==> src/rtl/turbo_pkg.sv <==
// Shared constants and types for the LTE turbo-encoder block scheduler.
package turbo_pkg;

    localparam int K_SMALL  = 1056;
    localparam int K_LARGE  = 6144;
    localparam int F1_SMALL = 17;
    localparam int F2_SMALL = 66;
    localparam int F1_LARGE = 263;
    localparam int F2_LARGE = 480;
    localparam int TAIL_LEN = 3;

    typedef enum logic [2:0] {
        S_IDLE  = 3'd0,
        S_ENC   = 3'd1,
        S_TAIL  = 3'd2,
        S_DRAIN = 3'd3,
        S_DONE  = 3'd4
    } tsched_state_t;

    // One slot of the encoder-facing strobe delay line.
    typedef struct packed {
        logic       data_ready;
        logic       bit_vld;
        logic       tail;
        logic [1:0] tail_idx;
    } enc_strobe_t;

endpackage

==> src/rtl/qpp_addr_gen.sv <==
// Multiplier-free QPP interleaver address generator: pi(i+1)=pi(i)+g(i), g(i+1)=g(i)+2*f2, all mod K.
module qpp_addr_gen
    import turbo_pkg::*;
#(
    parameter int AW = 13
) (
    input  logic          clk,
    input  logic          aclr_n,
    input  logic          load,
    input  logic          step,
    input  logic          k_sel,
    output logic [AW-1:0] pi
);

    localparam logic [AW:0]   K_S  = (AW+1)'(K_SMALL);
    localparam logic [AW:0]   K_L  = (AW+1)'(K_LARGE);
    localparam logic [AW-1:0] G0_S = AW'((F1_SMALL + F2_SMALL) % K_SMALL);
    localparam logic [AW-1:0] G0_L = AW'((F1_LARGE + F2_LARGE) % K_LARGE);
    localparam logic [AW-1:0] D_S  = AW'((2 * F2_SMALL) % K_SMALL);
    localparam logic [AW-1:0] D_L  = AW'((2 * F2_LARGE) % K_LARGE);

    logic [AW-1:0] pi_r;
    logic [AW-1:0] g_r;
    logic [AW:0]   k_mod_s;
    logic [AW-1:0] g_inc_s;

    // Both operands are already reduced, so one conditional subtract suffices.
    function automatic logic [AW-1:0] mod_add(input logic [AW-1:0] a,
                                              input logic [AW-1:0] b,
                                              input logic [AW:0]   k);
        logic [AW:0] sum;
        sum = {1'b0, a} + {1'b0, b};
        if (sum >= k) begin
            sum = sum - k;
        end else begin
            sum = sum;
        end
        return sum[AW-1:0];
    endfunction

    assign k_mod_s = k_sel ? K_L : K_S;
    assign g_inc_s = k_sel ? D_L : D_S;

    // pi/g recursion registers
    always_ff @(posedge clk) begin
        if (!aclr_n) begin
            pi_r <= {AW{1'b0}};
            g_r  <= {AW{1'b0}};
        end else if (load) begin
            pi_r <= {AW{1'b0}};
            g_r  <= k_sel ? G0_L : G0_S;
        end else if (step) begin
            pi_r <= mod_add(pi_r, g_r, k_mod_s);
            g_r  <= mod_add(g_r, g_inc_s, k_mod_s);
        end
    end

    assign pi = pi_r;

endmodule

==> src/rtl/turbo_enc_sched.sv <==
// LTE turbo-encoder block scheduler: natural/QPP read addressing, encoder strobes and trellis termination.
// Optional feature macro TSCHED_OVERRUN_EN adds the overrun flag and ovr_cnt start-while-busy counter.
module turbo_enc_sched
    import turbo_pkg::*;
#(
    parameter int AW     = 13,
    parameter int RD_LAT = 1
) (
    input  logic          clk,
    input  logic          aclr_n,
    input  logic          start,
    input  logic          k_sel,
    input  logic          abort,
    output logic          rd_en,
    output logic [AW-1:0] addr_nat,
    output logic [AW-1:0] addr_int,
    output logic          enc_data_ready,
    output logic          enc_bit_vld,
    output logic          enc_tail,
    output logic [1:0]    tail_idx,
    output logic          busy,
    output logic          done
`ifdef TSCHED_OVERRUN_EN
    ,
    output logic          overrun,
    output logic [7:0]    ovr_cnt
`endif
);

    localparam logic [7:0] TAIL_LAST  = 8'(TAIL_LEN - 1);
    localparam logic [7:0] DRAIN_LAST = (RD_LAT > 0) ? 8'(RD_LAT - 1) : 8'd0;

    tsched_state_t state_r;
    tsched_state_t state_nxt;
    logic [7:0]    phase_r;
    logic [7:0]    phase_nxt;
    logic [AW-1:0] idx_r;
    logic [AW-1:0] k_last_s;
    logic          k_sel_r;
    logic          k_cur_s;
    logic          start_acc_s;
    logic          step_s;
    logic          rd_en_r;
    logic          tail_r;
    logic [1:0]    tidx_r;
    logic          busy_r;
    logic          done_r;
    enc_strobe_t   cur_s;
    enc_strobe_t   out_s;

    assign k_last_s    = k_sel_r ? AW'(K_LARGE - 1) : AW'(K_SMALL - 1);
    assign start_acc_s = (state_r == S_IDLE) && (state_nxt == S_ENC);
    assign step_s      = (state_r == S_ENC) && (state_nxt == S_ENC);
    // The block size comes straight from the input on the accepting cycle, from the latch afterwards.
    assign k_cur_s     = start_acc_s ? k_sel : k_sel_r;

    // Next-state logic; abort overrides every state
    always_comb begin
        state_nxt = state_r;
        if (abort) begin
            state_nxt = S_IDLE;
        end else begin
            case (state_r)
                S_IDLE:  state_nxt = start ? S_ENC : S_IDLE;
                S_ENC:   state_nxt = (idx_r == k_last_s) ? S_TAIL : S_ENC;
                S_TAIL: begin
                    if (phase_r == TAIL_LAST) begin
                        state_nxt = (RD_LAT == 0) ? S_DONE : S_DRAIN;
                    end else begin
                        state_nxt = S_TAIL;
                    end
                end
                S_DRAIN: state_nxt = (phase_r == DRAIN_LAST) ? S_DONE : S_DRAIN;
                S_DONE:  state_nxt = S_IDLE;
                default: state_nxt = S_IDLE;
            endcase
        end
    end

    // Per-state cycle counter for TAIL and DRAIN
    always_comb begin
        phase_nxt = 8'd0;
        if ((state_nxt == state_r) && ((state_r == S_TAIL) || (state_r == S_DRAIN))) begin
            phase_nxt = phase_r + 8'd1;
        end else begin
            phase_nxt = 8'd0;
        end
    end

    // FSM, index counter and undelayed strobe registers
    always_ff @(posedge clk) begin
        if (!aclr_n) begin
            state_r <= S_IDLE;
            phase_r <= 8'd0;
            idx_r   <= {AW{1'b0}};
            k_sel_r <= 1'b0;
            rd_en_r <= 1'b0;
            tail_r  <= 1'b0;
            tidx_r  <= 2'd0;
            busy_r  <= 1'b0;
            done_r  <= 1'b0;
        end else begin
            state_r <= state_nxt;
            phase_r <= phase_nxt;
            idx_r   <= step_s ? (idx_r + AW'(1)) : {AW{1'b0}};
            k_sel_r <= k_cur_s;
            rd_en_r <= (state_nxt == S_ENC);
            tail_r  <= (state_nxt == S_TAIL);
            tidx_r  <= (state_nxt == S_TAIL) ? phase_nxt[1:0] : 2'd0;
            busy_r  <= (state_nxt != S_IDLE);
            done_r  <= (state_nxt == S_DONE);
        end
    end

    qpp_addr_gen #(.AW(AW)) u_qpp (
        .clk    (clk),
        .aclr_n (aclr_n),
        .load   (start_acc_s),
        .step   (step_s),
        .k_sel  (k_cur_s),
        .pi     (addr_int)
    );

    assign cur_s = {rd_en_r && (idx_r == {AW{1'b0}}), rd_en_r, tail_r, tidx_r};

    // Strobes track the buffer read latency so they line up with the returned data.
    generate
        if (RD_LAT == 0) begin : g_nodly
            assign out_s = cur_s;
        end else begin : g_dly
            enc_strobe_t dly_r [RD_LAT];

            // Strobe delay line, flushed on abort
            always_ff @(posedge clk) begin
                if (!aclr_n || abort) begin
                    for (int j = 0; j < RD_LAT; j++) begin
                        dly_r[j] <= '{default: 1'b0};
                    end
                end else begin
                    dly_r[0] <= cur_s;
                    for (int j = 1; j < RD_LAT; j++) begin
                        dly_r[j] <= dly_r[j-1];
                    end
                end
            end

            assign out_s = dly_r[RD_LAT-1];
        end
    endgenerate

    assign rd_en          = rd_en_r;
    assign addr_nat       = idx_r;
    assign enc_data_ready = out_s.data_ready;
    assign enc_bit_vld    = out_s.bit_vld;
    assign enc_tail       = out_s.tail;
    assign tail_idx       = out_s.tail_idx;
    assign busy           = busy_r;
    assign done           = done_r;

`ifdef TSCHED_OVERRUN_EN
    logic       overrun_r;
    logic [7:0] ovr_cnt_r;

    // Sticky overrun flag and saturating count of starts seen while busy
    always_ff @(posedge clk) begin
        if (!aclr_n) begin
            overrun_r <= 1'b0;
            ovr_cnt_r <= 8'd0;
        end else if (start && busy_r) begin
            overrun_r <= 1'b1;
            ovr_cnt_r <= (ovr_cnt_r != 8'hFF) ? (ovr_cnt_r + 8'd1) : ovr_cnt_r;
        end
    end

    assign overrun = overrun_r;
    assign ovr_cnt = ovr_cnt_r;
`endif

endmodule

==> config.mk <==
export PLATFORM = sky130hd
export DESIGN_NAME = turbo_enc_sched
export DESIGN_NICKNAME = d
export VERILOG_FILES = /design/src/rtl/turbo_pkg.sv /design/src/rtl/qpp_addr_gen.sv /design/src/rtl/turbo_enc_sched.sv
export SDC_FILE = /design/constraint.sdc
export NUM_CORES = 1
export LEC_CHECK = 0
export ABC_CLOCK_PERIOD_IN_PS = 6800
export CORE_ASPECT_RATIO = 0.9
export CORE_UTILIZATION = 30
export CTS_BUF_LIST = sky130_fd_sc_hd__clkbuf_8
export CTS_CLUSTER_SIZE = 12
export DETAILED_ROUTE_END_ITERATION = 10
export PLACE_DENSITY_LB_ADDON = 0.2
export RECOVER_POWER = 50
export REMOVE_ABC_BUFFERS = 1
export SKIP_LAST_GASP = 1
export SLEW_MARGIN = 0
export SYNTH_ARGS = -nofsm -noshare
export SYNTH_HDL_FRONTEND = slang
export SYNTH_SLANG_ARGS = --single-unit
==> constraint.sdc <==
create_clock -name clk -period 6.8 [get_ports clk]
set_clock_uncertainty 0.15 [all_clocks]
set_input_delay 0.68 -clock clk [delete_from_list [all_inputs] [get_ports clk]]
set_output_delay 0.68 -clock clk [all_outputs]
set_load 0.02 [all_outputs]
==> reports/results.ini <==
[global_route]
grt_pass1_wl_um = 15600
grt_max_degree = 20
grt_pass1_vias = 3081
overflow = 0
antenna_found_initial = 0
gr-usage-all-layers_pct = 15.2

[sta]
worst_pin_slew_ns = 0.821
max_freq_ghz = 0.162
max_slew_margin_pct = 45.0
setup_slack_ns = 0.625
whs_ns = 0.281
drv_slew = 0
tns_ns = 0
finalHoldViolCount = 0
rsz0062_at_grt = false
finalCritPeriodShare_pct = 90.8
setup_viol = 0
fin_crit_ns = 6.17

[detailed_routing]
drc = 0
routed_wl_um = 9330
wl_met3_um = 333
drt-initial-drc-count = 177
wl_met1_um = 4730
vias = 3223
dr.pass1.iters = 4
routed_via_density = 5.03
antenna_left = 0
wl_per_cell_um = 14.5
wl_met2_um = 4200
highest_layer = met4

[floorplanning]
start_util_pct = 30.9
io_pins = 39
die_area_sq_mm = 0.0129
placementRows = 38
die_h_um = 108
core_sq_mm = 0.0121
chipWidth_um = 120

[finish]
instances_no_fill = 641
antenna_cells = 0
nets = 515
fillers = 1230
drive_above_1_share_pct = 8.11
final_area_sq_mm = 0.00453
syn2layout_area_growth_pct = 20.9

[clock_tree]
clock-sinks = 61
h-tree-depth = 3
cts_max_path_buffers = 2
root_buffer = clkbuf_8
post_cts_buffers = 0
cts_tree = built
insertion_delay_ns = 0.34
cts_buffers = 9
clk_pin_slew_ns = 0.08

[setup_path]
crit_start = addr_nat[5]$_SDFF_PN0_
arrival_ns = 6.24
criticalPathCategory = register to register
timing.rr.start = addr_nat[5]$_SDFF_PN0_
cp-end-kind = register
worstPathCellList = or4_1 -> nor4_1 -> o21ai_0 -> o21ai_1 -> or4_4 -> a2bb2oi_1 -> buf_4 -> inv_1 -> ha_1 -> nand2_1 -> o21ai_0 -> a31oi_1 -> nand2b_1 -> xnor2_1 -> ha_1 -> a21oi_1 -> nand4b_1 -> a2111o_1 -> a311oi_4 -> nor2b_1 -> xnor2_1 -> a2111oi_0
cpMaxStageDelayCell = or4_1
required_ns = 6.87
cpLargestDelayFamily = compound AO/OA/AOI/OAI gates
startpoint_type = register
max_stage_delay_ns = 0.56
worst-path-buf-inv = 2
crit_fanout = 9

[place]
place.gp.congestion = 0.800
place_inst = 625
place_area_sq_mm = 0.00432
dp_slack_ns = 0.455
dp_hpwl_um = 7050
port_buffers = 38

[logic_synthesis]
yosys_warnings = 0
synth.area.top_cells = dfxtp_1, ha_1, xnor2_1
yosys.area.top_type_share_pct = 32.6
async_reset_ff_share_pct = 0
yosysSeqAreaShare_pct = 32.6
synth_edf_count = 0
synth_ff_type = dfxtp_1
synthCells = 432
synth_seq_cells = 61
synth_top_cell_by_area = dfxtp_1
synth_area_sq_mm = 0.00375
synth_area_per_cell_sq_um = 8.67
ys_types = 63

[pwr]
p_leak_nw = 1.86
power_density_mw_per_mm2 = 200
peakVddDrop_mv = 0.104

[run_status]
status = finished clean

[job]
cap_viol_max_count = 0

[worst_hold_path]
hold_class = register to register
hp-start = tail_r$_SDFF_PN0_

[worst paths after layout]
check,endpoint,slack [ns],depth (start not counted)
worst min register to register,g_dly.dly_r[0][2]$_SDFF_PP0_,0.28,1
worst max-delay path,u_qpp.g_r[7]$_SDFFE_PN0P_,0.63,22
worst min-delay path,g_dly.dly_r[0][2]$_SDFF_PP0_,0.28,1
worst max register to register,u_qpp.g_r[7]$_SDFFE_PN0P_,0.63,22
[cells by family after synthesis]
group | synth area share, %
buffers and inverters | 2.40
AOI/OAI and AO/OA | 19.2
xor gates and xnor gates | 10.8
muxes | 2.47
DFF | 32.6
and+or+nand+nor | 21.0
adders and majority gates | 11.6
[cell usage after synthesis, types with 2 or more instances]
library cell / count
nand3b_1: 5
and2_1: 6
a221oi_1: 2
o21ai_0: 24
a211oi_2: 2
o21ai_1: 2
xnor2_1: 23
a21oi_1: 23
or4_1: 4
nand2b_1: 4
nor2b_1: 2
nand4_1: 5
nor2_1: 52
nor3_1: 9
xor2_1: 23
and3_1: 4
nand3_1: 25
and4_1: 2
mux2_4: 2
a31oi_1: 4
o211ai_1: 3
nor3b_1: 2
inv_1: 16
ha_1: 33
o221a_2: 3
dfxtp_1: 61
nand2_1: 23
mux2i_1: 4
a2bb2oi_1: 3
a21boi_0: 2
a211o_1: 2
or3_1: 2
a21o_1: 9
nor4_1: 6
a211oi_1: 3
mux2_2: 2
or2_2: 2
o21a_1: 2
clkbuf_1: 7
[report_power, final]
| group | total [mW] | switching, mW | leakage, nW | internal (mW) |
|---|---|---|---|---|
| logic | 0.200 | 0.112 | 1.27 | 0.0882 |
| clock network | 0.329 | 0.158 | 0.0954 | 0.170 |
| registers | 0.378 | 0.0109 | 0.495 | 0.367 |
[metrics by stage]
| stage | util, % | power (mW) |
|---|---|---|
| final | 37.4 | 0.906 |
| after global routing | 37.4 | 0.961 |
| after CTS | 37.3 | 0.918 |
| after detailed placement | 35.6 | 0.585 |
| after global placement | 35.6 | 0.585 |
| after floorplan | - | 0.532 |
[flip-flops by register name, summed over array words and instances, names as in the netlist]
signal	count
addr_nat	13
busy	1
done	1
g_dly.dly_r	5
k_sel_r	1
phase_r	8
rd_en	1
state_r	3
tail_r	1
tidx_r	2
u_qpp.g_r	12
u_qpp.pi	13
[cells in the final DEF (no fill, tap or decap), types with 5 or more instances in the layout]
cell | netlist | routed
nor2_1 | 52 | 52
inv_1 | 16 | 16
ha_1 | 33 | 33
nand3b_1 | 5 | 5
nand3_1 | 25 | 25
xor2_1 | 23 | 23
dfxtp_1 | 61 | 61
dlygate4sd3_1 | 0 | 35
nand2_1 | 23 | 23
clkbuf_8 | 0 | 9
nor4_1 | 6 | 6
o21ai_0 | 24 | 24
nand4_1 | 5 | 5
a21o_1 | 9 | 9
xnor2_1 | 23 | 23
a21oi_1 | 23 | 23
nor3_1 | 9 | 9
[area by class of cell]
type	count	area [sq um]	share of cell area, %
sequential	61	1220	26.9
tap	160	200	4.42
timing repair buffer	40	395	8.72
clock buffer	9	124	2.73
clock inverter	7	76.3	1.68
inverter	17	63.8	1.41
multi-input combinational	347	2450	54.1
[what timing repair did]
item | in CTS | in global routing
endpoints found under the hold margin | 0 | 0
endpoints found under the setup margin | 0 | 2
gates resized for setup | 0 | 2
hold buffers | 0 | 0
[metal layers]
metal / track usage (%) / up-vias
met5: 0 / -
met4: 3.93 / 0
met3: 3.74 / 5
met2: 23.7 / 52
met1: 20.9 / 1508
li1: - / 1658
[worst reg2reg max path, delay by kind of cell, from the launching register on]
family,cells,cell delay (ns)
AO/OA/AOI/OAI,9,2.73
XOR/XNOR,2,0.34
adder cells (fa/ha/maj),2,0.63
buffers and inverters,2,0.33
flip-flops,1,0.36
AND/OR/NAND/NOR,7,1.51
No activity file was read; power rests on OpenSTA's default activity.
